--- src/rtl/instr_fetch_ctrl_if.sv ---
// Fetch-controller bus: PC and instruction-memory side on master,
// fetch controller on slave.
interface instr_fetch_ctrl_if #(
  parameter int IMEM_WORDS = 256
);
  localparam int AW = $clog2(IMEM_WORDS);

  logic [31:0]   pc_reg;
  logic [AW-1:0] imem_addr;
  logic [31:0]   imem_rdata;
  logic [31:0]   instr;
  logic          instr_valid;
  logic          finish_flag;
  logic          fault;
  logic [1:0]    fault_cause;
  logic [31:0]   instr_count;

  modport master (
    output pc_reg, imem_rdata,
    input  imem_addr, instr, instr_valid, finish_flag, fault, fault_cause, instr_count
  );

  modport slave (
    input  pc_reg, imem_rdata,
    output imem_addr, instr, instr_valid, finish_flag, fault, fault_cause, instr_count
  );
endinterface

--- src/rtl/instr_fetch_ctrl.sv ---
// Instruction fetch controller: qualifies each fetched word, detects program
// end (halt word or PC self-loop) and PC faults, and counts retired instructions.
module instr_fetch_ctrl #(
  parameter int          IMEM_WORDS = 256,
  parameter logic [31:0] HALT_INSTR = 32'h0000_0073,
  parameter int          LOOP_LIMIT = 4
) (
  input  logic              clk,
  input  logic              reset,
  instr_fetch_ctrl_if.slave bus
);
  localparam int          AW        = $clog2(IMEM_WORDS);
  localparam logic [31:0] NOP       = 32'h0000_0013;
  localparam logic [31:0] PC_LIMIT  = 32'(4 * IMEM_WORDS);
  localparam logic [7:0]  SAME_HALT = 8'(LOOP_LIMIT - 2);

  typedef enum logic [1:0] {IDLE, RUN, HALTED, FAULT} state_e;

  state_e      state_q;
  logic        finish_q;
  logic        fault_q;
  logic [1:0]  cause_q;
  logic [31:0] count_q;
  logic [31:0] prev_pc_q;
  logic        prev_vld_q;
  logic [7:0]  same_cnt_q;

  logic misaligned;
  logic out_of_range;
  logic halt_hit;
  logic same_pc;
  logic loop_hit;
  logic fetch_ok;

  function automatic logic [31:0] sat_inc(input logic [31:0] v);
    return (v == 32'hFFFF_FFFF) ? v : v + 32'd1;
  endfunction

  always_comb begin
    misaligned   = (bus.pc_reg[1:0] != 2'b00);
    out_of_range = (bus.pc_reg >= PC_LIMIT);
    halt_hit     = (bus.imem_rdata == HALT_INSTR);
    // No valid previous PC exists in the first RUN cycle after IDLE.
    same_pc      = prev_vld_q && (bus.pc_reg == prev_pc_q);
    loop_hit     = same_pc && (same_cnt_q == SAME_HALT);
    fetch_ok     = (state_q == RUN) && !misaligned && !out_of_range && !halt_hit;

    bus.imem_addr   = bus.pc_reg[AW+1:2];
    bus.instr_valid = fetch_ok;
    bus.instr       = fetch_ok ? bus.imem_rdata : NOP;
  end

  assign bus.finish_flag = finish_q;
  assign bus.fault       = fault_q;
  assign bus.fault_cause = cause_q;
  assign bus.instr_count = count_q;

  always_ff @(posedge clk or posedge reset) begin
    if (reset) begin
      state_q    <= IDLE;
      finish_q   <= 1'b0;
      fault_q    <= 1'b0;
      cause_q    <= 2'b00;
      count_q    <= 32'd0;
      prev_pc_q  <= 32'd0;
      prev_vld_q <= 1'b0;
      same_cnt_q <= 8'd0;
    end else begin
      case (state_q)
        IDLE: begin
          state_q    <= RUN;
          prev_vld_q <= 1'b0;
        end
        RUN: begin
          prev_pc_q  <= bus.pc_reg;
          prev_vld_q <= 1'b1;
          same_cnt_q <= same_pc ? same_cnt_q + 8'd1 : 8'd0;
          if (misaligned) begin
            state_q  <= FAULT;
            finish_q <= 1'b1;
            fault_q  <= 1'b1;
            cause_q  <= 2'b01;
          end else if (out_of_range) begin
            state_q  <= FAULT;
            finish_q <= 1'b1;
            fault_q  <= 1'b1;
            cause_q  <= 2'b10;
          end else if (halt_hit) begin
            state_q  <= HALTED;
            finish_q <= 1'b1;
          end else begin
            // The loop instruction itself still retires before halting.
            count_q <= sat_inc(count_q);
            if (loop_hit) begin
              state_q  <= HALTED;
              finish_q <= 1'b1;
            end
          end
        end
        default: begin
          state_q <= state_q;
        end
      endcase
    end
  end
endmodule

--- src/flat_wrapper.sv ---
// flat-port wrapper written by rule: the top's interface ports become plain ports
module instr_fetch_ctrl_flat 
#(
  parameter int          IMEM_WORDS = 256,
  parameter logic [31:0] HALT_INSTR = 32'h0000_0073,
  parameter int          LOOP_LIMIT = 4
)
  (clk, reset, bus_pc_reg, bus_imem_rdata, bus_imem_addr, bus_instr, bus_instr_valid, bus_finish_flag, bus_fault, bus_fault_cause, bus_instr_count);
  instr_fetch_ctrl_if #(.IMEM_WORDS(IMEM_WORDS)) bus_i ();
  input  logic clk;
  input  logic reset;
  input wire logic [$bits(bus_i.pc_reg)-1:0] bus_pc_reg;
  input wire logic [$bits(bus_i.imem_rdata)-1:0] bus_imem_rdata;
  output wire logic [$bits(bus_i.imem_addr)-1:0] bus_imem_addr;
  output wire logic [$bits(bus_i.instr)-1:0] bus_instr;
  output wire logic [$bits(bus_i.instr_valid)-1:0] bus_instr_valid;
  output wire logic [$bits(bus_i.finish_flag)-1:0] bus_finish_flag;
  output wire logic [$bits(bus_i.fault)-1:0] bus_fault;
  output wire logic [$bits(bus_i.fault_cause)-1:0] bus_fault_cause;
  output wire logic [$bits(bus_i.instr_count)-1:0] bus_instr_count;
  assign bus_i.pc_reg = bus_pc_reg;
  assign bus_i.imem_rdata = bus_imem_rdata;
  assign bus_imem_addr = bus_i.imem_addr;
  assign bus_instr = bus_i.instr;
  assign bus_instr_valid = bus_i.instr_valid;
  assign bus_finish_flag = bus_i.finish_flag;
  assign bus_fault = bus_i.fault;
  assign bus_fault_cause = bus_i.fault_cause;
  assign bus_instr_count = bus_i.instr_count;
  instr_fetch_ctrl #(.IMEM_WORDS(IMEM_WORDS), .HALT_INSTR(HALT_INSTR), .LOOP_LIMIT(LOOP_LIMIT)) u_core (.clk(clk), .reset(reset), .bus(bus_i));
endmodule
--- config.mk ---
export PLATFORM = sky130hd
export DESIGN_NAME = instr_fetch_ctrl_flat
export DESIGN_NICKNAME = d
export VERILOG_FILES = /design/src/rtl/instr_fetch_ctrl_if.sv /design/src/rtl/instr_fetch_ctrl.sv /design/src/flat_wrapper.sv
export SDC_FILE = /design/constraint.sdc
export NUM_CORES = 1
export LEC_CHECK = 0
export ABC_AREA = 1
export BUFFER_PORTS_ARGS = -buffer_cell sky130_fd_sc_hd__buf_4
export CAP_MARGIN = 20
export CORE_ASPECT_RATIO = 1.25
export CORE_MARGIN = 2
export CORE_UTILIZATION = 30
export CTS_CLUSTER_DIAMETER = 200
export DETAILED_ROUTE_END_ITERATION = 12
export PLACE_DENSITY_LB_ADDON = 0.15
export SLEW_MARGIN = 20
export SYNTH_ARGS = -nofsm -noshare
export SYNTH_HDL_FRONTEND = slang
export SYNTH_SLANG_ARGS = --single-unit
--- constraint.sdc ---
create_clock -name clk -period 5.65 [get_ports clk]
set_clock_uncertainty 0.05 [all_clocks]
set_input_delay 0.2825 -clock clk [delete_from_list [all_inputs] [get_ports clk]]
set_output_delay 0.2825 -clock clk [all_outputs]
set_load 0.05 [all_outputs]
-- Yosys cells after proc, flatten, opt, wreduce, memory -nomap -nowiden
Index checks and enable logic that the tools add are counted.
- register bits after elaboration: 79
- input bits: 66
- output and inout port bits: 77
- $add $sub $neg: 2
- magnitude comparators: 1
- equality and inequality tests: 6
- mux-type cells: 16
- bitwise operators: 4
- reductions and logical operators: 17
- operators by type and width (cell ; number):
    $add A32 B1 Y32 const B ; 1
    $eq A32 B32 Y1 ; 1
    $eq A32 B32 Y1 const B ; 1
    $eq A32 B7 Y1 const B ; 1
    $ge A32 B11 Y1 const B ; 1
    $mux W32 ; 1
    $mux W2 ; 6
    $add A8 B1 Y8 const B ; 1
    $eq A8 B2 Y1 const B ; 1
    $mux W8 ; 1
    $mux W1 ; 6
    $reduce_and A2 Y1 ; 3
    $reduce_bool A2 Y1 ; 3
    $logic_and A1 B1 Y1 ; 5
    $ne A5 B1 Y1 const B ; 1
    $reduce_and A5 Y1 ; 1
    $not A1 Y1 ; 4
    $pmux W2 S2 ; 1
    $reduce_bool A4 Y1 ; 1
    $logic_not A1 Y1 ; 3
    $eq A2 B1 Y1 const B ; 1
    $logic_not A2 Y1 ; 1
    $pmux W1 S2 ; 1

-- Logic depth before layout (Yosys ltp)
- word-level depth: 8
- mapped depth: 13
- gate-level depth less buffers: 13

-- Least setup slack after synthesis
No wires, ideal clock.
- kind: input port to output port
- from: in bus_pc_reg[24]
- to: out bus_instr[11]
- data arrival time: 1.935 ns
- data required time: 5.318 ns
- path slack: 3.382 ns
- cell stages on the path: 8
- buffers on the path: 1
- path through: nor4_1 > nand2_1 > nor2_1 > nand4_1 > nor2_4 > inv_2 > buf_2 > nor2_1
- longest elaborated chain between the ends: 5
- ends and longest elaborated chain (item ; line ; RTL):
    start: declaration ; flat_wrapper.sv:12 ; input wire logic [$bits(bus_i.pc_reg)-1:0] bus_pc_reg;
    $ge A32 B11 Y1 ; instr_fetch_ctrl.sv:41 ; out_of_range = (bus.pc_reg >= PC_LIMIT);
    $logic_not A1 Y1 ; instr_fetch_ctrl.sv:46 ; fetch_ok = (state_q == RUN) && !misaligned && !out_of_range && !halt_hit;
    $logic_and A1 B1 Y1 (2 in a row) ; instr_fetch_ctrl.sv:46 ;
    $mux W32 ; instr_fetch_ctrl.sv:50 ; bus.instr = fetch_ok ? bus.imem_rdata : NOP;
    end: declaration ; flat_wrapper.sv:15 ; output wire logic [$bits(bus_i.instr)-1:0] bus_instr;
Every way passes these cells.

-- Final worst setup path
- from: reg u_core.state_q[1]
- to: out bus_instr[4]
- longest elaborated chain between the ends: 5
- ends and longest elaborated chain (item ; line ; RTL):
    start: declaration ; instr_fetch_ctrl.sv:19 ; state_e state_q;
    start signal: assignment ; instr_fetch_ctrl.sv:101 ; state_q <= state_q;
    $eq A2 B1 Y1 ; instr_fetch_ctrl.sv:46 ;
    $logic_and A1 B1 Y1 (3 in a row) ; instr_fetch_ctrl.sv:46 ;
    $mux W32 ; instr_fetch_ctrl.sv:50 ;
Every way passes these cells.

==> results.md <==
* Placed inst area at 0.00642 mm^2
* Hpwl dp at 12.5 mm
* WL per Instance at 14.2 um
* Worst EP arrival at 2890 ps
* DIE AREA at about 0.018 mm^2
* Port buffer count at 142
* Fill cell count at 1800
* Worst-Skew Late Latency at 350 ps
* Antenna violations before repair at 0
* Overall Global Routing Usage at 17.8%
* Final setup viols at 0
* Total grt overflow at 0
* Hold_ws at 124 ps
* CTS tree: done
* Tot Pwr at 1.27 mW
* Most frequent cells in the layout: nand2_1, buf_4, inv_1, nor2_1, dfrtp_1
* Sw Share at 23.9%
* H-tree depth at 3
* Layout cell share with drive strength beyond 1 at 18.7%
* Mapped Area at 0.00522 mm^2
* Clock Tree Root: clkbuf_16
* Core Rows at 53
* Clock share of power at about 47%
* Logic pwr share at a little under 9%
* RSZ-0062 raised after global routing: no
* Net switching power at 303 uW
* CTS Buffer Depth at 2
* Leakage at 3.60 nW
* First-pass GRT wire length at between 20 and 30 mm
* Core Region at approximately 0.017 mm^2
* Final nets at 987
* PwrDens at 189 mW/mm^2
* Avg Vias per Cell at between 4 and 5
* Ratio of final minimum period to clock period at 57.0%
* Crit path time final at between 3000 and 4000 ps
* Worst-margin pin slew at 857 ps
* Crit path kind: reg -> out
* Crit path max fanout at 67
* DR vias at 5113
* Fmax at between 300 and 400 MHz
* Post-synthesis instance total at 789
* YS warnings at 0
* Ant. Diodes at 0
* Number of remaining DRC errors at 0
* Pint at 965 uW
* Commonest non-fill, non-tap cell in the layout: nand2_1
* Synth-to-Final Area Change at 28.8%
* Status: finished, final reports clean
* CP Launch Type: flop
* Starting density of the core at 30.9%
* Cts repair resizes at 0
* Num CTS Buffers at 9
* Largest net degree at the start of global routing at 68
* Die Wd at 122 um
* Count of state elements after synthesis at 79
* HP Class: in -> reg
* Number of top-level pins at between 100 and 150
* Max Cap Viol at 0
* Syn Area/Cell at about 6.6 um^2
* Endpoint type of the worst setup path: output port
* Die height at 151 um
* Clk pin slew, worst setup/hold paths at 60 ps
* Final instance area at 0.00672 mm^2
* Hold Fails Final Rpt at 0
* Max IR drop VDD at ~0.00010 V
* Syn Nets at 858
* Register share of total power at 44.6%
* DRT Wirelength at 16.2 mm
* Final ANT Viol Nets at 0
* RePlAce Congestion at 0.840
* Initial DRC Count at 272
* TritonCTS Sinks at 79
* 1st-pass router iterations at 4
* Relative slew slack at a little over two fifths
* Register area share after synthesis at 37.9%
* Vias in the first global route at 5050
* Setup TNS at 0 ps
* Critical Path RT at 5320 ps
* Synth unique cells at 29
* Final max-slew violation count at 0
-- layer usage --
| metal | global-route usage (%) | part of all wire [%] | up-vias |
|---|---|---|---|
| met4 | 6.95 | 2.6 | 0 |
| met5 | 0 | 0 | - |
| met2 | 31.2 | 52 | 111 |
| met1 | 21.6 | 42 | 2280 |
| li1 | - | - | 2694 |
| met3 | 3.07 | 3.7 | 28 |
-- power by group through the flow --
stage / registers, mW / clock network, mW / logic (mW)
after detailed placement: 0.576 / 0 / 0.114
after global placement: 0.576 / 0 / 0.114
final: 0.566 / 0.589 / 0.113
after global routing: 0.565 / 0.629 / 0.126
after floorplan: 0.576 / 0 / 0.0527
after CTS: 0.566 / 0.608 / 0.115
-- what timing repair did --
item | 4_1_cts | 5_1_grt
endpoints found under the hold margin | 14 | 0
hold buffers | 1 | 0
endpoints found under the setup margin | 0 | 0
buffers inserted | 0 | 0
-- registers in the layout, summed over array words and instances (netlist names) --
signal and count:
u_core.same_cnt_q 8, u_core.bus.finish_flag 1, u_core.bus.fault 1, u_core.bus.fault_cause 2
u_core.state_q 2, u_core.prev_vld_q 1, u_core.prev_pc_q 32, u_core.bus.instr_count 32
-- critical path, stage by stage (launching register included) --
cell     delay (ps)
dfrtp_1         420
nor2_4          110
buf_4           480
nand4_1         240
nor2_4          120
buf_4           360
inv_2           290
or2_1           290
buf_4           190
-- cell usage after synthesis --
master    number  area [um^2]
a21oi_1        2         10.0
and3b_1        1         8.76
buf_2          6         30.0
buf_4          8         60.1
buf_6          4         45.0
clkbuf_1      10         37.5
dfrtp_1       79         1980
ha_1           3         37.5
inv_1        110          413
inv_2          2         7.51
nand2_1      268         1010
nand2_2        2         12.5
nand3_1       50          250
nand3_2        1         10.0
nand3b_1       4         30.0
nand4_1       20          125
nor2_1       103          387
nor2_2         2         12.5
nor2_4         1         11.3
nor3_1        17         85.1
nor3_4         1         16.3
nor3b_1        5         37.5
nor4_1        11         68.8
o21ai_0       37          185
o31ai_1        1         7.51
or2_1          1         6.26
or2_2          3         18.8
xnor2_1       16          140
xor2_1        21          184
-- logic make-up (layout without fill, tap and decap cells) --
group	Yosys count	after routing	synth area share, %
flip-flops	79	79	37.9
XOR/XNOR	37	37	6.21
AO/OA/AOI/OAI	40	40	3.88
AND/OR/NAND/NOR	490	490	40.0
buffers and inverters	140	274	11.4
adder cells (fa/ha/maj)	3	3	0.719
-- final timing paths --
| path | start | end | slack [ps] | cells past startpoint |
|---|---|---|---|---|
| min in group asynchronous | reset | u_core.prev_pc_q[2] | 370 | 3 |
| worst min-delay path | bus_pc_reg[17] | u_core.prev_pc_q[17] | 120 | 3 |
| worst max register to register | u_core.bus.instr_count[0] | u_core.bus.instr_count[13] | 2770 | 9 |
| worst max-delay path | u_core.state_q[1] | bus_instr[4] | 2430 | 8 |
| worst min register to register | u_core.bus.fault | u_core.bus.fault | 430 | 1 |
| max in group asynchronous | reset | u_core.prev_pc_q[19] | 4040 | 4 |
-- area by class of cell --
type	instances	area (um^2)	area share, %
Clock inverter	4	45.0	0.670
Multi-Input combinational cell	570	2660	39.5
Inverter	112	422	6.27
Tap cell	220	275	4.10
Clock buffer	12	246	3.67
Timing Repair Buffer	146	1100	16.3
Sequential cell	79	1980	29.4
-- metrics by stage --
step	utilization, %	setup WS (ps)	instances
5_1_grt	39.7	2200	1143
6_report	39.7	2430	1143
4_1_cts	39.7	2410	1143
2_1_floorplan	-	3290	789
3_5_place_dp	38.0	2730	1126
3_3_place_gp	38.0	2760	1126
Note: power is estimated with default switching activity, not from simulation.
